**config.mk**
```make
export PLATFORM = sky130hd
export DESIGN_NAME = matrix_opposite_ctrl
export DESIGN_NICKNAME = d
export VERILOG_FILES = /design/src/rtl/matrix_opposite_ctrl.sv
export SDC_FILE = /design/constraint.sdc
export NUM_CORES = 1
export LEC_CHECK = 0
export ABC_AREA = 0
export ABC_CLOCK_PERIOD_IN_PS = 2220
export CORE_ASPECT_RATIO = 2
export CORE_MARGIN = 2
export CORE_UTILIZATION = 45
export DETAILED_ROUTE_END_ITERATION = 6
export GPL_TIMING_DRIVEN = 0
export PLACE_DENSITY_LB_ADDON = 0.12
export SLEW_MARGIN = 20
export SYNTH_ARGS = -nofsm -noshare
export SYNTH_HDL_FRONTEND = slang
export SYNTH_SLANG_ARGS = --single-unit
```
**constraint.sdc**
```tcl
create_clock -name clk -period 2.22 [get_ports clk]
set_input_delay 0.444 -clock clk [delete_from_list [all_inputs] [get_ports clk]]
set_output_delay 0.444 -clock clk [all_outputs]
set_load 0.01 [all_outputs]
```
**src/rtl/matrix_opposite_ctrl.sv**
```systemverilog
// matrix_opposite_ctrl: negates a 5x5 matrix of signed bytes element by
// element, reading from src_base and writing to dst_base (in place allowed).
// Each element takes three cycles: RD (read strobe), CAP (capture data),
// WR (write the negated value).
// Optional build macro OPPOSITE_SATURATE_EN: -128 is written as +127
// instead of wrapping to -128.
module matrix_opposite_ctrl #(
  parameter int ADDR_W = 8,
  parameter int N_ELEM = 25
) (
  input  logic              clk,
  input  logic              reset,
  input  logic              start,
  input  logic [ADDR_W-1:0] src_base,
  input  logic [ADDR_W-1:0] dst_base,
  output logic              mem_rd_en,
  output logic [ADDR_W-1:0] mem_rd_addr,
  input  logic [7:0]        mem_rd_data,
  output logic              mem_wr_en,
  output logic [ADDR_W-1:0] mem_wr_addr,
  output logic [7:0]        mem_wr_data,
  output logic              busy,
  output logic              done,
  output logic              overflow_flag
);

  localparam int IDX_W = (N_ELEM > 1) ? $clog2(N_ELEM) : 1;
  localparam logic [IDX_W-1:0] LAST_IDX = IDX_W'(N_ELEM - 1);

  typedef enum logic [2:0] {
    S_IDLE,
    S_RD,
    S_CAP,
    S_WR,
    S_DONE
  } state_t;

  state_t            state_q;
  logic [IDX_W-1:0]  idx_q;
  logic [IDX_W-1:0]  idx_inc;
  logic [ADDR_W-1:0] src_q;
  logic [ADDR_W-1:0] dst_q;
  logic [7:0]        elem_q;
  logic              rd_en_q;
  logic [ADDR_W-1:0] rd_addr_q;
  logic              wr_en_q;
  logic [ADDR_W-1:0] wr_addr_q;
  logic              busy_q;
  logic              done_q;
  logic              ovf_q;

  // Two's-complement negation of one element, optionally saturating -128.
  function automatic logic [7:0] negate(input logic [7:0] v);
`ifdef OPPOSITE_SATURATE_EN
    if (v == 8'h80) begin
      return 8'h7F;
    end
`endif
    return 8'h00 - v;
  endfunction

  assign idx_inc = idx_q + 1'b1;

  // Sequencer: state, element index, captured bases and all strobes/addresses.
  always_ff @(posedge clk) begin
    if (reset) begin
      state_q   <= S_IDLE;
      idx_q     <= '0;
      src_q     <= '0;
      dst_q     <= '0;
      elem_q    <= '0;
      rd_en_q   <= 1'b0;
      rd_addr_q <= '0;
      wr_en_q   <= 1'b0;
      wr_addr_q <= '0;
      busy_q    <= 1'b0;
      done_q    <= 1'b0;
      ovf_q     <= 1'b0;
    end else begin
      // Strobes and addresses are single-cycle; zero unless set below.
      done_q    <= 1'b0;
      rd_en_q   <= 1'b0;
      rd_addr_q <= '0;
      wr_en_q   <= 1'b0;
      wr_addr_q <= '0;
      case (state_q)
        S_IDLE: begin
          if (start) begin
            src_q     <= src_base;
            dst_q     <= dst_base;
            idx_q     <= '0;
            ovf_q     <= 1'b0;
            busy_q    <= 1'b1;
            rd_en_q   <= 1'b1;
            rd_addr_q <= src_base;
            state_q   <= S_RD;
          end
        end
        S_RD: begin
          state_q <= S_CAP;
        end
        S_CAP: begin
          elem_q <= mem_rd_data;
          if (mem_rd_data == 8'h80) begin
            ovf_q <= 1'b1;
          end
          wr_en_q   <= 1'b1;
          wr_addr_q <= dst_q + ADDR_W'(idx_q);
          state_q   <= S_WR;
        end
        S_WR: begin
          idx_q <= idx_inc;
          if (idx_q < LAST_IDX) begin
            rd_en_q   <= 1'b1;
            rd_addr_q <= src_q + ADDR_W'(idx_inc);
            state_q   <= S_RD;
          end else begin
            done_q  <= 1'b1;
            state_q <= S_DONE;
          end
        end
        S_DONE: begin
          busy_q  <= 1'b0;
          state_q <= S_IDLE;
        end
        default: begin
          busy_q  <= 1'b0;
          state_q <= S_IDLE;
        end
      endcase
    end
  end

  assign mem_rd_en     = rd_en_q;
  assign mem_rd_addr   = rd_addr_q;
  assign mem_wr_en     = wr_en_q;
  assign mem_wr_addr   = wr_addr_q;
  // Write data is formed from the captured element and forced to zero off-strobe.
  assign mem_wr_data   = wr_en_q ? negate(elem_q) : 8'h00;
  assign busy          = busy_q;
  assign done          = done_q;
  assign overflow_flag = ovf_q;

endmodule

```
-- Word-level counts from Yosys, hierarchy flattened
Cells that the tools add are included.
- $add $sub $neg: 4
- order comparisons: 1
- equality and inequality tests: 6
- multiplexer cells: 19
- bitwise operators: 3
- reduce and logical (&&, ||, !) cells: 10
- operator list (kind ; count):
    two-way mux 8 bit ; 3
    adder 8 x 5 -> 8 bit ; 2
    case mux 8 bit (2 select lines) ; 1
    case mux 3 bit (4 select lines) ; 1
    case mux 5 bit (2 select lines) ; 1
    equality test 8 bit, second input constant ; 1
    subtractor 1 x 8 -> 8 bit, first input constant ; 1
    two-way mux 1 bit ; 7
    equality test 3 x 2 -> 1 bit, second input constant ; 2
    two-way mux 3 bit ; 2
    case mux 1 bit (2 select lines) ; 3
    AND reduction 2 bit ; 3
    adder 5 x 1 -> 5 bit, second input constant ; 1
    less-than comparator 5 bit, second input constant ; 1
    two-way mux 5 bit ; 1
    inequality test 2 bit, second input constant ; 2
    nonzero test 2 bit ; 2
    OR reduction 2 bit ; 2
    equality test 3 x 1 -> 1 bit, second input constant ; 1
    zero test 3 bit ; 1
    inverter 1 bit ; 3
    AND reduction 3 bit ; 1
    OR reduction 3 bit ; 1
- bits in registers: 53
- input bits: 27
- output and inout port bits: 29
- logic and storage cells: 55

-- Depth between registers and ports, before layout
- depth in word-level cells: 4
- depth in mapped cells: 9
- gate-level depth less buffers: 9

-- Worst setup path after synthesis
OpenSTA, ideal clock, no wires.
- path kind: register -> register
- from: register idx_q[0]
- to: register rd_addr_q[5] (netlist: mem_rd_addr[5])
- setup time: 0.123 ns
- data arrival time: 1.855 ns
- data required time: 2.097 ns
- slack: 0.242 ns
- stages on the path, launching flop included: 9
- buffers on the path: 0
- clock period less this slack: 1.978 ns
- cell sequence: dfxtp_1 ha_1 nand3_1 xnor2_1 ha_1 a21o_1 or3_1 nand3_1 a21oi_1
- longest elaborated chain between the ends: 4
- elaborated cells between the ends (all ways): 5
- classes of those cells: add/sub (2); order compare (1); mux (2)
- RTL lines (item ; line ; source):
    from (decl) ; 39 ; logic [IDX_W-1:0] idx_q;
    from (signal assigned) ; 112 ; idx_q <= idx_inc;
    adder 5 x 1 -> 5 bit ; 62 ; assign idx_inc = idx_q + 1'b1;
    adder 8 x 5 -> 8 bit ; 115 ; rd_addr_q <= src_q + ADDR_W'(idx_inc);
    two-way mux 8 bit (*) ; 113 ; if (idx_q < LAST_IDX) begin
    case mux 8 bit (2 select lines) (*) ; 86 ; case (state_q)
    to (signal assigned) ; 95 ; rd_addr_q <= src_base;
    to (signal assigned) ; 115 ;
    to (decl) ; 45 ; logic [ADDR_W-1:0] rd_addr_q;
Every way passes the cells marked *; elsewhere a longest branch is shown, timed or not.
A chain may end at the register's enable or synchronous reset.

-- Final worst setup path
- from: register elem_q[0]
- to: output port mem_wr_data[7]
- longest elaborated chain between the ends: 2
- RTL lines (item ; line ; source):
    from (decl) ; 43 ; logic [7:0] elem_q;
    from (signal assigned) ; 103 ; elem_q <= mem_rd_data;
    subtractor 1 x 8 -> 8 bit ; 59 ; return 8'h00 - v;
    two-way mux 8 bit ; 139 ; assign mem_wr_data = wr_en_q ? negate(elem_q) : 8'h00;
    to (decl) ; 21 ; output logic [7:0] mem_wr_data,
No other way between the ends.

==> results.toml <==
[critical_path]
timing.rr.start = "idx_q[0]"
startpoint = "elem_q[0]"
critPathMaxFanout = 4
max_stage_delay_ns = 0.37
crit_type = "reg2out"
worst_setup_path_start_kind = "register"
path_cells = "nor3_2 -> nand2_1 -> or3_1 -> xor2_1 -> and2_1 -> clkbuf_2"
r2r_slack_ns = 0.15
arrival_ns = 1.72
end_kind = "output pin"
required_ns = 1.78
cpMaxStageDelayCell = "or3_1"
r2r_end = "mem_rd_addr[5]"
reg2reg_depth = 8

[timing]
timing.hold.ws_ns = 0.468
maxSlewHeadroom = 0.592
setup_viol = 0
min_period_ns = 2.17
finalWorstSetupSlack_ns = 0.0516
fmax_mhz = 461
final_hold_viol_count = 0
worstMarginPinSlew_ns = 0.613
slew_violations = 0
rsz0062_at_grt = "true"
period_share = 0.977
skew_ns = 0.00749

[synthesis]
ys_seq_area_frac = 0.424
synth_area_um2 = 2500
avgSynthCellArea_um2 = 8.42
synthCells = 297
synth_edf_count = 0
async_flop_share = 0
synth_warnings = 0
syn_nets = 340
ys_ff_latch = 53
ys.flop_type = "dfxtp_1"
yosys.cell_types.count = 42

[clock_tree]
clk_pin_slew_ns = 0.09
cts_buffer_depth = 2
cts-buffers-inserted = 5
clock-sinks = 53
hold_buffers = 0
insertion_delay_ns = 0.31
htreeDepth = 2
cts_tree = "done"
cts_root_buf = "clkbuf_8"

[cells_and_area]
final_util = 0.614
nets = 402
drive_gt1_frac = 0.106
diodes = 0
syn_to_final_growth_pct = 31.8
fillers = 496

[power_and_ir_drop]
power.total_mw = 2.13
peakVddDrop_v = 0.000566
power_density_nw_per_um2 = 645
p_leak_nw = 1.30

[place]
numPortBuffers = 54
place_ws_ns = -0.0180
gp_congestion = 0.797
dpl.hpwl_mm = 4.34

[global_routing]
grt-ovfl-total = 0
grt_pass1_vias = 2102
antenna_found_initial = 0
track_usage = 0.195
grt_max_degree = 16
grt_pass1_wl_mm = 9.36

[floorplan]
die_h_um = 109
core_um2 = 5370
rows = 38
initial_utilization = 0.466
ios = 56
die_area_um2 = 6210
die_w_um = 56.7

[run]
cap_violations = 0

[hold_path]
hold_depth = 2
whs_endpoint = "dst_q[2]"
min_from = "dst_q[2]"
hold_class = "reg2reg"

[routing]
drtIter0Drc = 45
routed-via-count = 2184
routed_wl_mm = 5.61
dr.pass1.iters = 4
ant_nets = 0
viasPerCell = 5.20
drcViolationCount = 0
wire_per_inst_um = 13.4

[run_status]
status = "completed"
[sequential cells by signal, indices dropped and copies added, names as in the netlist]
register,flops
mem_wr_en,1
mem_rd_en,1
mem_rd_addr,8
overflow_flag,1
src_q,8
state_q,3
busy,1
idx_q,5
dst_q,8
mem_wr_addr,8
elem_q,8
done,1
[critical path: cells and delay by family, from the launching register on]
kind | cells | cell delay [ns]
simple gates | 4 | 0.81
flops | 1 | 0.34
xor+xnor | 1 | 0.14
buf+inv | 1 | 0.12
[how the worst max path moves through the flow]
stage | endpoint | slack, ns
after floorplan | mem_rd_addr[5] | 0.24
after detailed placement | mem_wr_data[7] | -0.02
after CTS | mem_wr_data[7] | -0.1
after global placement | mem_wr_data[7] | 0.0006
final | mem_wr_data[7] | 0.05
after global routing | mem_wr_data[7] | -0.02
[logic make-up after synthesis]
| family | count (synthesis) | synth area share |
|---|---|---|
| compound gates | 73 | 0.167 |
| flops | 53 | 0.424 |
| fa+ha+maj | 16 | 0.0860 |
| xor+xnor | 17 | 0.0595 |
| simple gates | 117 | 0.223 |
| buf+inv | 21 | 0.0405 |
[layout by cell type (no fill, tap or decap), drive strengths merged, types with 9 or more instances in the layout]
cell type and instances:
clkdlybuf4s50 49, nand3 9, ha 14, clkbuf 11
o21ai 20, dfxtp 53, nor2 16, a21oi 42
nand2 58, xor2 9, inv 11
[power breakdown]
part / switching, mW / total, mW / leakage, nW / internal, mW
sequential: 0.0459 / 1.05 / 0.434 / 1.01
clock: 0.301 / 0.669 / 0.0585 / 0.368
combinational: 0.205 / 0.405 / 0.811 / 0.200
total: 0.552 / 2.13 / 1.30 / 1.57
[routing by layer]
metal | track usage | routed length (um) | share of wire
met1 | 0.187 | 2120 | 0.38
met2 | 0.398 | 3240 | 0.58
met3 | 0.0294 | 158 | 0.028
met4 | 0.0714 | 91 | 0.016
met5 | 0 | 0 | 0
[timing repair]
item	4_1_cts	5_1_grt
pin swaps	2	5
resized for setup	7	16
setup buffers	1	0
endpoints found under the setup margin	4	9
[synthesized netlist by cell type (2+ instances only)]
cell type,count,area share
clkbuf_1,3,0.0045
and3_1,2,0.0050
and2_1,8,0.020
nor2b_1,2,0.0050
nor4_1,2,0.0050
nand3_1,9,0.018
nor2_1,14,0.021
ha_1,14,0.070
xnor2_1,8,0.028
o21ai_0,19,0.038
dfxtp_1,53,0.42
or3_1,3,0.0075
o21a_1,3,0.0090
buf_2,3,0.0060
xor2_1,9,0.032
inv_1,10,0.015
fa_1,2,0.016
nand2_1,58,0.087
a21oi_1,38,0.076
a21oi_2,3,0.011
buf_6,2,0.0090
a21o_1,2,0.0060
a211oi_1,2,0.0060
nor3_1,7,0.014
nand2b_1,4,0.010
[layout make-up]
cell class | instances | area [um2] | share of cell area
buffer | 10 | 60.1 | 0.0182
clock buffer | 7 | 86.3 | 0.0262
clock inverter | 1 | 30.0 | 0.00911
inverter | 11 | 41.3 | 0.0125
multi-input combinational | 223 | 1390 | 0.421
sequential | 53 | 1070 | 0.324
tap | 60 | 75.1 | 0.0228
timing repair buffer | 55 | 548 | 0.166
[metrics by stage]
stage / cells / cell area (um2) / setup TNS (ns)
floorplan: 297 / 2500 / 0
global placement: 411 / 3120 / 0
detailed placement: 411 / 3120 / -0.0180
CTS: 420 / 3250 / -0.0967
global route: 420 / 3300 / -0.0246
finish: 420 / 3300 / 0
Power figures use the tool's default switching activity.
